$ cat config.mk
export PLATFORM = sky130hd
export DESIGN_NAME = cpu_axi_arbiter
export DESIGN_NICKNAME = d
export VERILOG_FILES = /design/src/rtl/cpu_axi_arbiter.sv
export SDC_FILE = /design/constraint.sdc
export NUM_CORES = 1
export LEC_CHECK = 0
export BUFFER_PORTS_ARGS = -buffer_cell sky130_fd_sc_hd__buf_2
export CAP_MARGIN = 30
export CORE_AREA = 3 3 240 242
export CTS_BUF_LIST = sky130_fd_sc_hd__clkbuf_8 sky130_fd_sc_hd__clkbuf_16
export CTS_CLUSTER_DIAMETER = 30
export CTS_CLUSTER_SIZE = 10
export DETAILED_ROUTE_END_ITERATION = 10
export DIE_AREA = 0 0 243 245
export SYNTH_ARGS = -nofsm -noshare
export SYNTH_HDL_FRONTEND = slang
export SYNTH_SLANG_ARGS = --single-unit
$ cat constraint.sdc
create_clock -name aclk -period 1.4 [get_ports aclk]
set_input_delay 0.14 -clock aclk [delete_from_list [all_inputs] [get_ports aclk]]
set_output_delay 0.14 -clock aclk [all_outputs]
set_load 0.1 [all_outputs]
$ cat src/rtl/cpu_axi_arbiter.sv
// Two-to-one AXI3 arbiter merging CPU icache (port 0) and dcache (port 1) onto one master port.
// Define CPU_AXI_ARB_DCACHE_PRIO_EN for fixed dcache priority; default is per-path round-robin.
module cpu_axi_arbiter #(
  parameter int BUS_WIDTH = 4
) (
  input  logic                 aclk,
  input  logic                 reset,
  // slave port 0 (icache)
  input  logic [BUS_WIDTH-1:0] s0_arid,
  input  logic [31:0]          s0_araddr,
  input  logic [3:0]           s0_arlen, s0_arcache,
  input  logic [2:0]           s0_arsize, s0_arprot,
  input  logic [1:0]           s0_arburst, s0_arlock,
  input  logic                 s0_arvalid,
  output logic                 s0_arready,
  output logic [BUS_WIDTH-1:0] s0_rid,
  output logic [31:0]          s0_rdata,
  output logic [1:0]           s0_rresp,
  output logic                 s0_rlast, s0_rvalid,
  input  logic                 s0_rready,
  input  logic [BUS_WIDTH-1:0] s0_awid,
  input  logic [31:0]          s0_awaddr,
  input  logic [3:0]           s0_awlen, s0_awcache,
  input  logic [2:0]           s0_awsize, s0_awprot,
  input  logic [1:0]           s0_awburst, s0_awlock,
  input  logic                 s0_awvalid,
  output logic                 s0_awready,
  input  logic [BUS_WIDTH-1:0] s0_wid,
  input  logic [31:0]          s0_wdata,
  input  logic [3:0]           s0_wstrb,
  input  logic                 s0_wlast, s0_wvalid,
  output logic                 s0_wready,
  output logic [BUS_WIDTH-1:0] s0_bid,
  output logic [1:0]           s0_bresp,
  output logic                 s0_bvalid,
  input  logic                 s0_bready,
  // slave port 1 (dcache)
  input  logic [BUS_WIDTH-1:0] s1_arid,
  input  logic [31:0]          s1_araddr,
  input  logic [3:0]           s1_arlen, s1_arcache,
  input  logic [2:0]           s1_arsize, s1_arprot,
  input  logic [1:0]           s1_arburst, s1_arlock,
  input  logic                 s1_arvalid,
  output logic                 s1_arready,
  output logic [BUS_WIDTH-1:0] s1_rid,
  output logic [31:0]          s1_rdata,
  output logic [1:0]           s1_rresp,
  output logic                 s1_rlast, s1_rvalid,
  input  logic                 s1_rready,
  input  logic [BUS_WIDTH-1:0] s1_awid,
  input  logic [31:0]          s1_awaddr,
  input  logic [3:0]           s1_awlen, s1_awcache,
  input  logic [2:0]           s1_awsize, s1_awprot,
  input  logic [1:0]           s1_awburst, s1_awlock,
  input  logic                 s1_awvalid,
  output logic                 s1_awready,
  input  logic [BUS_WIDTH-1:0] s1_wid,
  input  logic [31:0]          s1_wdata,
  input  logic [3:0]           s1_wstrb,
  input  logic                 s1_wlast, s1_wvalid,
  output logic                 s1_wready,
  output logic [BUS_WIDTH-1:0] s1_bid,
  output logic [1:0]           s1_bresp,
  output logic                 s1_bvalid,
  input  logic                 s1_bready,
  // master port toward the interconnect
  output logic [BUS_WIDTH-1:0] m_arid,
  output logic [31:0]          m_araddr,
  output logic [3:0]           m_arlen, m_arcache,
  output logic [2:0]           m_arsize, m_arprot,
  output logic [1:0]           m_arburst, m_arlock,
  output logic                 m_arvalid,
  input  logic                 m_arready,
  input  logic [BUS_WIDTH-1:0] m_rid,
  input  logic [31:0]          m_rdata,
  input  logic [1:0]           m_rresp,
  input  logic                 m_rlast, m_rvalid,
  output logic                 m_rready,
  output logic [BUS_WIDTH-1:0] m_awid,
  output logic [31:0]          m_awaddr,
  output logic [3:0]           m_awlen, m_awcache,
  output logic [2:0]           m_awsize, m_awprot,
  output logic [1:0]           m_awburst, m_awlock,
  output logic                 m_awvalid,
  input  logic                 m_awready,
  output logic [BUS_WIDTH-1:0] m_wid,
  output logic [31:0]          m_wdata,
  output logic [3:0]           m_wstrb,
  output logic                 m_wlast, m_wvalid,
  input  logic                 m_wready,
  input  logic [BUS_WIDTH-1:0] m_bid,
  input  logic [1:0]           m_bresp,
  input  logic                 m_bvalid,
  output logic                 m_bready
);

  typedef enum logic [1:0] {R_IDLE, R_ADDR, R_DATA} rd_state_t;
  typedef enum logic [1:0] {W_IDLE, W_ADDR, W_DATA, W_RESP} wr_state_t;

  rd_state_t rd_state, rd_next;
  wr_state_t wr_state, wr_next;
  logic      rd_grant, rd_grant_next, rd_pick;
  logic      wr_grant, wr_grant_next, wr_pick;
  logic      rd_req, wr_req;

  assign rd_req = s0_arvalid | s1_arvalid;
  assign wr_req = s0_awvalid | s1_awvalid;

`ifdef CPU_AXI_ARB_DCACHE_PRIO_EN
  assign rd_pick = s1_arvalid;
  assign wr_pick = s1_awvalid;
`else
  // Pointer names the port that wins the next tie; it flips away from every granted port.
  logic rd_prio, wr_prio;
  always_ff @(posedge aclk) begin
    if (reset) begin
      rd_prio <= 1'b1;
      wr_prio <= 1'b1;
    end else begin
      if (rd_state == R_IDLE && rd_req) rd_prio <= ~rd_pick;
      if (wr_state == W_IDLE && wr_req) wr_prio <= ~wr_pick;
    end
  end
  assign rd_pick = (s0_arvalid & s1_arvalid) ? rd_prio : s1_arvalid;
  assign wr_pick = (s0_awvalid & s1_awvalid) ? wr_prio : s1_awvalid;
`endif

  // NOTE: sequential state uses non-blocking assignments so every register samples pre-edge values.
  always_ff @(posedge aclk) begin
    if (reset) begin
      rd_state <= R_IDLE;
      rd_grant <= 1'b0;
      wr_state <= W_IDLE;
      wr_grant <= 1'b0;
    end else begin
      rd_state <= rd_next;
      rd_grant <= rd_grant_next;
      wr_state <= wr_next;
      wr_grant <= wr_grant_next;
    end
  end

  // NOTE: defaults assigned first so no path through the case leaves a variable unassigned (no latch).
  always_comb begin
    rd_next       = rd_state;
    rd_grant_next = rd_grant;
    case (rd_state)
      R_IDLE: if (rd_req) begin
        rd_next       = R_ADDR;
        rd_grant_next = rd_pick;
      end
      R_ADDR:  if (m_arvalid & m_arready) rd_next = R_DATA;
      R_DATA:  if (m_rvalid & m_rready & m_rlast) rd_next = R_IDLE;
      default: rd_next = R_IDLE;
    endcase
  end

  always_comb begin
    wr_next       = wr_state;
    wr_grant_next = wr_grant;
    case (wr_state)
      W_IDLE: if (wr_req) begin
        wr_next       = W_ADDR;
        wr_grant_next = wr_pick;
      end
      W_ADDR:  if (m_awvalid & m_awready) wr_next = W_DATA;
      W_DATA:  if (m_wvalid & m_wready & m_wlast) wr_next = W_RESP;
      W_RESP:  if (m_bvalid & m_bready) wr_next = W_IDLE;
      default: wr_next = W_IDLE;
    endcase
  end

  // Read path: handshakes are gated by registered state, so nothing is visible in R_IDLE.
  assign {m_arid, m_araddr, m_arlen, m_arsize, m_arburst, m_arlock, m_arcache, m_arprot} = rd_grant
    ? {s1_arid, s1_araddr, s1_arlen, s1_arsize, s1_arburst, s1_arlock, s1_arcache, s1_arprot}
    : {s0_arid, s0_araddr, s0_arlen, s0_arsize, s0_arburst, s0_arlock, s0_arcache, s0_arprot};
  assign m_arvalid  = (rd_state == R_ADDR) & (rd_grant ? s1_arvalid : s0_arvalid);
  assign s0_arready = (rd_state == R_ADDR) & ~rd_grant & m_arready;
  assign s1_arready = (rd_state == R_ADDR) &  rd_grant & m_arready;
  assign m_rready   = (rd_state == R_DATA) & (rd_grant ? s1_rready : s0_rready);
  assign s0_rvalid  = (rd_state == R_DATA) & ~rd_grant & m_rvalid;
  assign s1_rvalid  = (rd_state == R_DATA) &  rd_grant & m_rvalid;
  assign {s0_rid, s0_rdata, s0_rresp, s0_rlast} = {m_rid, m_rdata, m_rresp, m_rlast};
  assign {s1_rid, s1_rdata, s1_rresp, s1_rlast} = {m_rid, m_rdata, m_rresp, m_rlast};

  // Write path: W is only forwarded in W_DATA, i.e. strictly after the AW handshake.
  assign {m_awid, m_awaddr, m_awlen, m_awsize, m_awburst, m_awlock, m_awcache, m_awprot} = wr_grant
    ? {s1_awid, s1_awaddr, s1_awlen, s1_awsize, s1_awburst, s1_awlock, s1_awcache, s1_awprot}
    : {s0_awid, s0_awaddr, s0_awlen, s0_awsize, s0_awburst, s0_awlock, s0_awcache, s0_awprot};
  assign {m_wid, m_wdata, m_wstrb, m_wlast} = wr_grant ? {s1_wid, s1_wdata, s1_wstrb, s1_wlast}
                                                       : {s0_wid, s0_wdata, s0_wstrb, s0_wlast};
  assign m_awvalid  = (wr_state == W_ADDR) & (wr_grant ? s1_awvalid : s0_awvalid);
  assign s0_awready = (wr_state == W_ADDR) & ~wr_grant & m_awready;
  assign s1_awready = (wr_state == W_ADDR) &  wr_grant & m_awready;
  assign m_wvalid   = (wr_state == W_DATA) & (wr_grant ? s1_wvalid : s0_wvalid);
  assign s0_wready  = (wr_state == W_DATA) & ~wr_grant & m_wready;
  assign s1_wready  = (wr_state == W_DATA) &  wr_grant & m_wready;
  assign m_bready   = (wr_state == W_RESP) & (wr_grant ? s1_bready : s0_bready);
  assign s0_bvalid  = (wr_state == W_RESP) & ~wr_grant & m_bvalid;
  assign s1_bvalid  = (wr_state == W_RESP) &  wr_grant & m_bvalid;
  assign {s0_bid, s0_bresp} = {m_bid, m_bresp};
  assign {s1_bid, s1_bresp} = {m_bid, m_bresp};

endmodule

# After elaboration in Yosys (flattened, before gate mapping)
# Index checks and enable logic that the tools add are counted.
[op_classes] n_eq_ne=12 mux=19 n_bitwise=40 reduce_logical=8
[op_table] operator="$mux W54" n=2
[op_table] operator="$mux W41" n=1
[op_table] operator="$and A1 B1 Y1" n=34
[op_table] operator="$mux W2" n=7
[op_table] operator="$ne A2 B2 Y1 const B" n=7
[op_table] operator="$pmux W2 S4" n=1
[op_table] operator="$mux W1" n=7
[op_table] operator="$eq A2 B2 Y1 const B" n=3
[op_table] operator="$pmux W2 S3" n=1
[op_table] operator="$eq A2 B1 Y1 const B" n=2
[op_table] operator="$logic_not A2 Y1" n=2
[op_table] operator="$not A1 Y1" n=4
[op_table] operator="$reduce_and A2 Y1" n=2
[op_table] operator="$reduce_and A4 Y1" n=1
[op_table] operator="$reduce_and A3 Y1" n=1
[op_table] operator="$logic_and A1 B1 Y1" n=2
[op_table] operator="$or A1 B1 Y1" n=2
[word_totals] reg_bits=8 inputBits=360 output_inout_bits=254 wordCells=85

# Logic depth before layout (Yosys ltp)
[logic_depth] ltp_word=6 ltp_mapped=6

# Worst setup path before layout
# No wires, ideal clock.
[synth_timing] path_type="register -> output" start="reg wr_grant" end="out m_awvalid" t_arrival_ns=2.116 required_ns=1.260 slack_ns=-0.856 path_stages_with_launch=6 path_cell_list="dfxtp_1 > buf_6 > buf_6 > buf_6 > mux2i_1 > nor2b_1"
[synth_via] elab_chain_len=2
[synth_rtl] element="start, declared" line_no="103" text="logic wr_grant, wr_grant_next, wr_pick;"
[synth_rtl] element="start signal, assigned" line_no="139" text="wr_grant <= wr_grant_next;"
[synth_rtl] element="$mux W1" line_no="192" text="assign m_awvalid = (wr_state == W_ADDR) & (wr_grant ? s1_awvalid : s0_awvalid);"
[synth_rtl] element="$and A1 B1 Y1" line_no="192"
[synth_rtl] element="end, declared" line_no="84" text="output logic m_awvalid,"
# No other way between the ends.

# Worst setup path in the final report
[layout_timing] start="reg wr_grant" end="out m_wdata[20]"
[layout_via] elab_chain_len=1
[layout_rtl] element="$mux W41" line_no="190" text="assign {m_wid, m_wdata, m_wstrb, m_wlast} = wr_grant ? {s1_wid, s1_wdata, s1_wstrb, s1_wlast}"
[layout_rtl] element="end, declared" line_no="87" text="output logic [31:0] m_wdata,"
# No other way between the ends.

==> impl_metrics.env <==
export IMPL_hp_class="in2reg"
export IMPL_async_reset_ff_frac=0
export IMPL_clock_fmax_mhz=600.4
export IMPL_clock_latency_ns=0.24
export IMPL_cp_data_required_time_ns=1.26
export IMPL_synth_area_leaders="mux2_2 (52%), buf_4 (22%), dfxtp_1 (5.2%)"
export IMPL_syn_area_per_cell_um2=9.093
export IMPL_cp_slowest_cell="dfxtp_4"
export IMPL_ios=614
export IMPL_crit_type="reg2out"
export IMPL_first_global_vias=4745
export IMPL_post_synth_top_area_cell="mux2_2"
export IMPL_hold_ws_ns=0.2395
export IMPL_path_max_fanout=9
export IMPL_status="finished, violations left"
export IMPL_fp_dieW_um=243
export IMPL_clock_sinks=8
export IMPL_critical_path_cell_chain="buf_12 -> clkbuf_16 -> mux2_4 -> buf_12"
export IMPL_power_density_mw_per_mm2=1315
export IMPL_synth_flop_cell="dfxtp_1"
export IMPL_drt_vias_per_instance=2.936
export IMPL_synth_edf_count=0
export IMPL_dpl_cell_area_mm2=0.007820
export IMPL_rsz0062_at_grt="yes"
export IMPL_start_kind="register"
export IMPL_utilization=0.1784
export IMPL_clk_pin_slew_worst_paths_ns=0.04
export IMPL_gp_congestion=0.8645
export IMPL_drt_pre_antenna_iters=4
export IMPL_critPathMaxStageDelay_ns=0.41
export IMPL_hold_buffers=0
export IMPL_fillCellCount=6103
export IMPL_htree_levels=1
export IMPL_r2r_start="wr_grant"
export IMPL_clock_path_buffers=2
export IMPL_netlist_instances=340
export IMPL_drc=0
export IMPL_startpoint="wr_grant"
export IMPL_drtAntennaViolNets=0
export IMPL_nets=1136
export IMPL_grt_pass1_wl_um=34960
export IMPL_antenna_found_initial=20
export IMPL_synth_top_cells_by_count="mux2_2 (142), buf_4 (90), buf_2 (15)"
export IMPL_hold_viol=0
export IMPL_place_hpwl_um=22960
export IMPL_grt_max_degree=25
export IMPL_seq_area_um2=177.7
export IMPL_cts_inserted_buffers=3
export IMPL_syn_cell_area_mm2=0.003092
export IMPL_avgRoutedWirePerCell_um=18.20
export IMPL_slew_headroom=0.6792
export IMPL_seq_area_frac_synth=0.05180
export IMPL_mappedNetlistNets=704
export IMPL_maxSlewViolCount=0
export IMPL_cts_tree="yes"
export IMPL_final_min_clock_period_ns=1.666
export IMPL_multi_input_area_mm2=0.002892
export IMPL_start_util=0.05590
export IMPL_area_growth_pct=219.1
export IMPL_cts_root_buf="clkbuf_16"
export IMPL_placement_rows=86
export IMPL_setup_viol=164
export IMPL_arrival_ns=1.53
export IMPL_cp_end_kind="output pin"
export IMPL_drtIter0Drc=109
export IMPL_skew_ns=0.0003434
export IMPL_crit_path_frequent_cell="buf_12"
export IMPL_ys_ff_latch=8
export IMPL_groute_usage_overall=0.08281
export IMPL_stdcell_area_mm2=0.009866
export IMPL_core_mm2=0.05531
export IMPL_cap_violations=0
export IMPL_die_h_um=245
export IMPL_peakVddDrop_mv=0.5427
export IMPL_yosysWarnings=0
export IMPL_finalCritPeriodShare=1.190
export IMPL_drive_above_1_share=0.9468
export IMPL_drt_wl_total_um=27780
export IMPL_synth_cell_types=27
export IMPL_die_area_mm2=0.05954
export IMPL_grt_ovfl_total=0
export IMPL_hp_start="s1_awvalid"
export IMPL_io_buffers=481
export IMPL_vias=4480
export IMPL_tns_ns=-30.65
export IMPL_synth_top_cell_area_share=0.5172
export IMPL_fin_ws_ns=-0.2655
export IMPL_synth_most_common_cell="mux2_2"
export IMPL_p_leak_nw=4.616
export IMPL_worst_pin_slew_ns=0.4845
export IMPL_failed_checks="negative setup slack"
==> critical path: cells and delay by family (launching register included) <==
kind / cells / cell delay [ns]
buf+inv: 3 / 0.53
mux: 1 / 0.32
flops: 1 / 0.41
==> kinds of logic after synthesis <==
kind of cell / share of synthesized area
AO/OA/AOI/OAI: 0.03561
adder cells (fa/ha/maj): 0.01619
buffers and inverters: 0.2683
flip-flops: 0.05180
multiplexers: 0.5650
AND/OR/NAND/NOR: 0.06313
==> path summary, 6_finish.rpt <==
path / endpoint / slack [ns] / cells after the start
worst max-delay path: m_wdata[20] / -0.27 / 4
worst min-delay path: wr_prio / 0.24 / 3
worst max register to register: wr_state[0] / -0.26 / 7
worst min register to register: rd_state[0] / 0.47 / 1
==> layout by cell type, fill, tap and decap left out, types with 7 or more instances in the layout <==
master | netlist | routed
buf_2 | 15 | 317
buf_12 | 0 | 176
mux2_4 | 0 | 148
buf_6 | 4 | 15
buf_4 | 90 | 13
nor2_4 | 0 | 8
diode_2 | 0 | 7
inv_1 | 7 | 7
nor2b_4 | 0 | 7
nand2_1 | 11 | 7
buf_16 | 0 | 7
==> per-stage QoR <==
step / cells / power [mW] / setup slack [ns]
after floorplan: 340 / 8.671 / -0.1743
after global placement: 1485 / 10.75 / -0.1069
after detailed placement: 1485 / 10.79 / -0.1243
after CTS: 1516 / 12.68 / -0.2938
after global routing: 1521 / 13.36 / -0.3240
final: 1526 / 12.97 / -0.2655
==> cell type report <==
type,instances,area share
Clock inverter,1,0.0003805
Sequential cell,8,0.01801
Timing Repair Buffer,537,0.5812
Clock buffer,3,0.007609
Multi-Input combinational cell,214,0.2931
Inverter,8,0.003044
Tap cell,748,0.09486
Antenna cell,7,0.001776
==> metal layers <==
metal / global-route usage / vias up / routed length, um
li1: - / 1969 / -
met2: 0.1481 / 478 / 13810
met1: 0.08107 / 1989 / 9565
met3: 0.05549 / 40 / 3773
met4: 0.01230 / 4 / 588
met5: 0 / - / 34
==> registers in the layout, indices dropped and copies added, names as in the netlist <==
register,flops
wr_state,2
wr_prio,1
wr_grant,1
rd_grant,1
rd_state,2
rd_prio,1
==> repair_timing <==
action                                 in CTS  in global routing
setup endpoints to repair                 165                167
buffers inserted                           20                  2
gates cloned                                8                  4
endpoints found under the hold margin       0                  0
pin swaps                                   8                  5
resized for setup                         288                111
==> power breakdown <==
group | switching [mW] | leakage [nW] | total, mW | internal (mW)
Clock | 0.147 | 0.0423 | 0.522 | 0.375
Combinational | 7.11 | 4.50 | 12.1 | 4.96
Sequential | 0.0871 | 0.0695 | 0.383 | 0.296
Power figures use the tool's default switching activity.
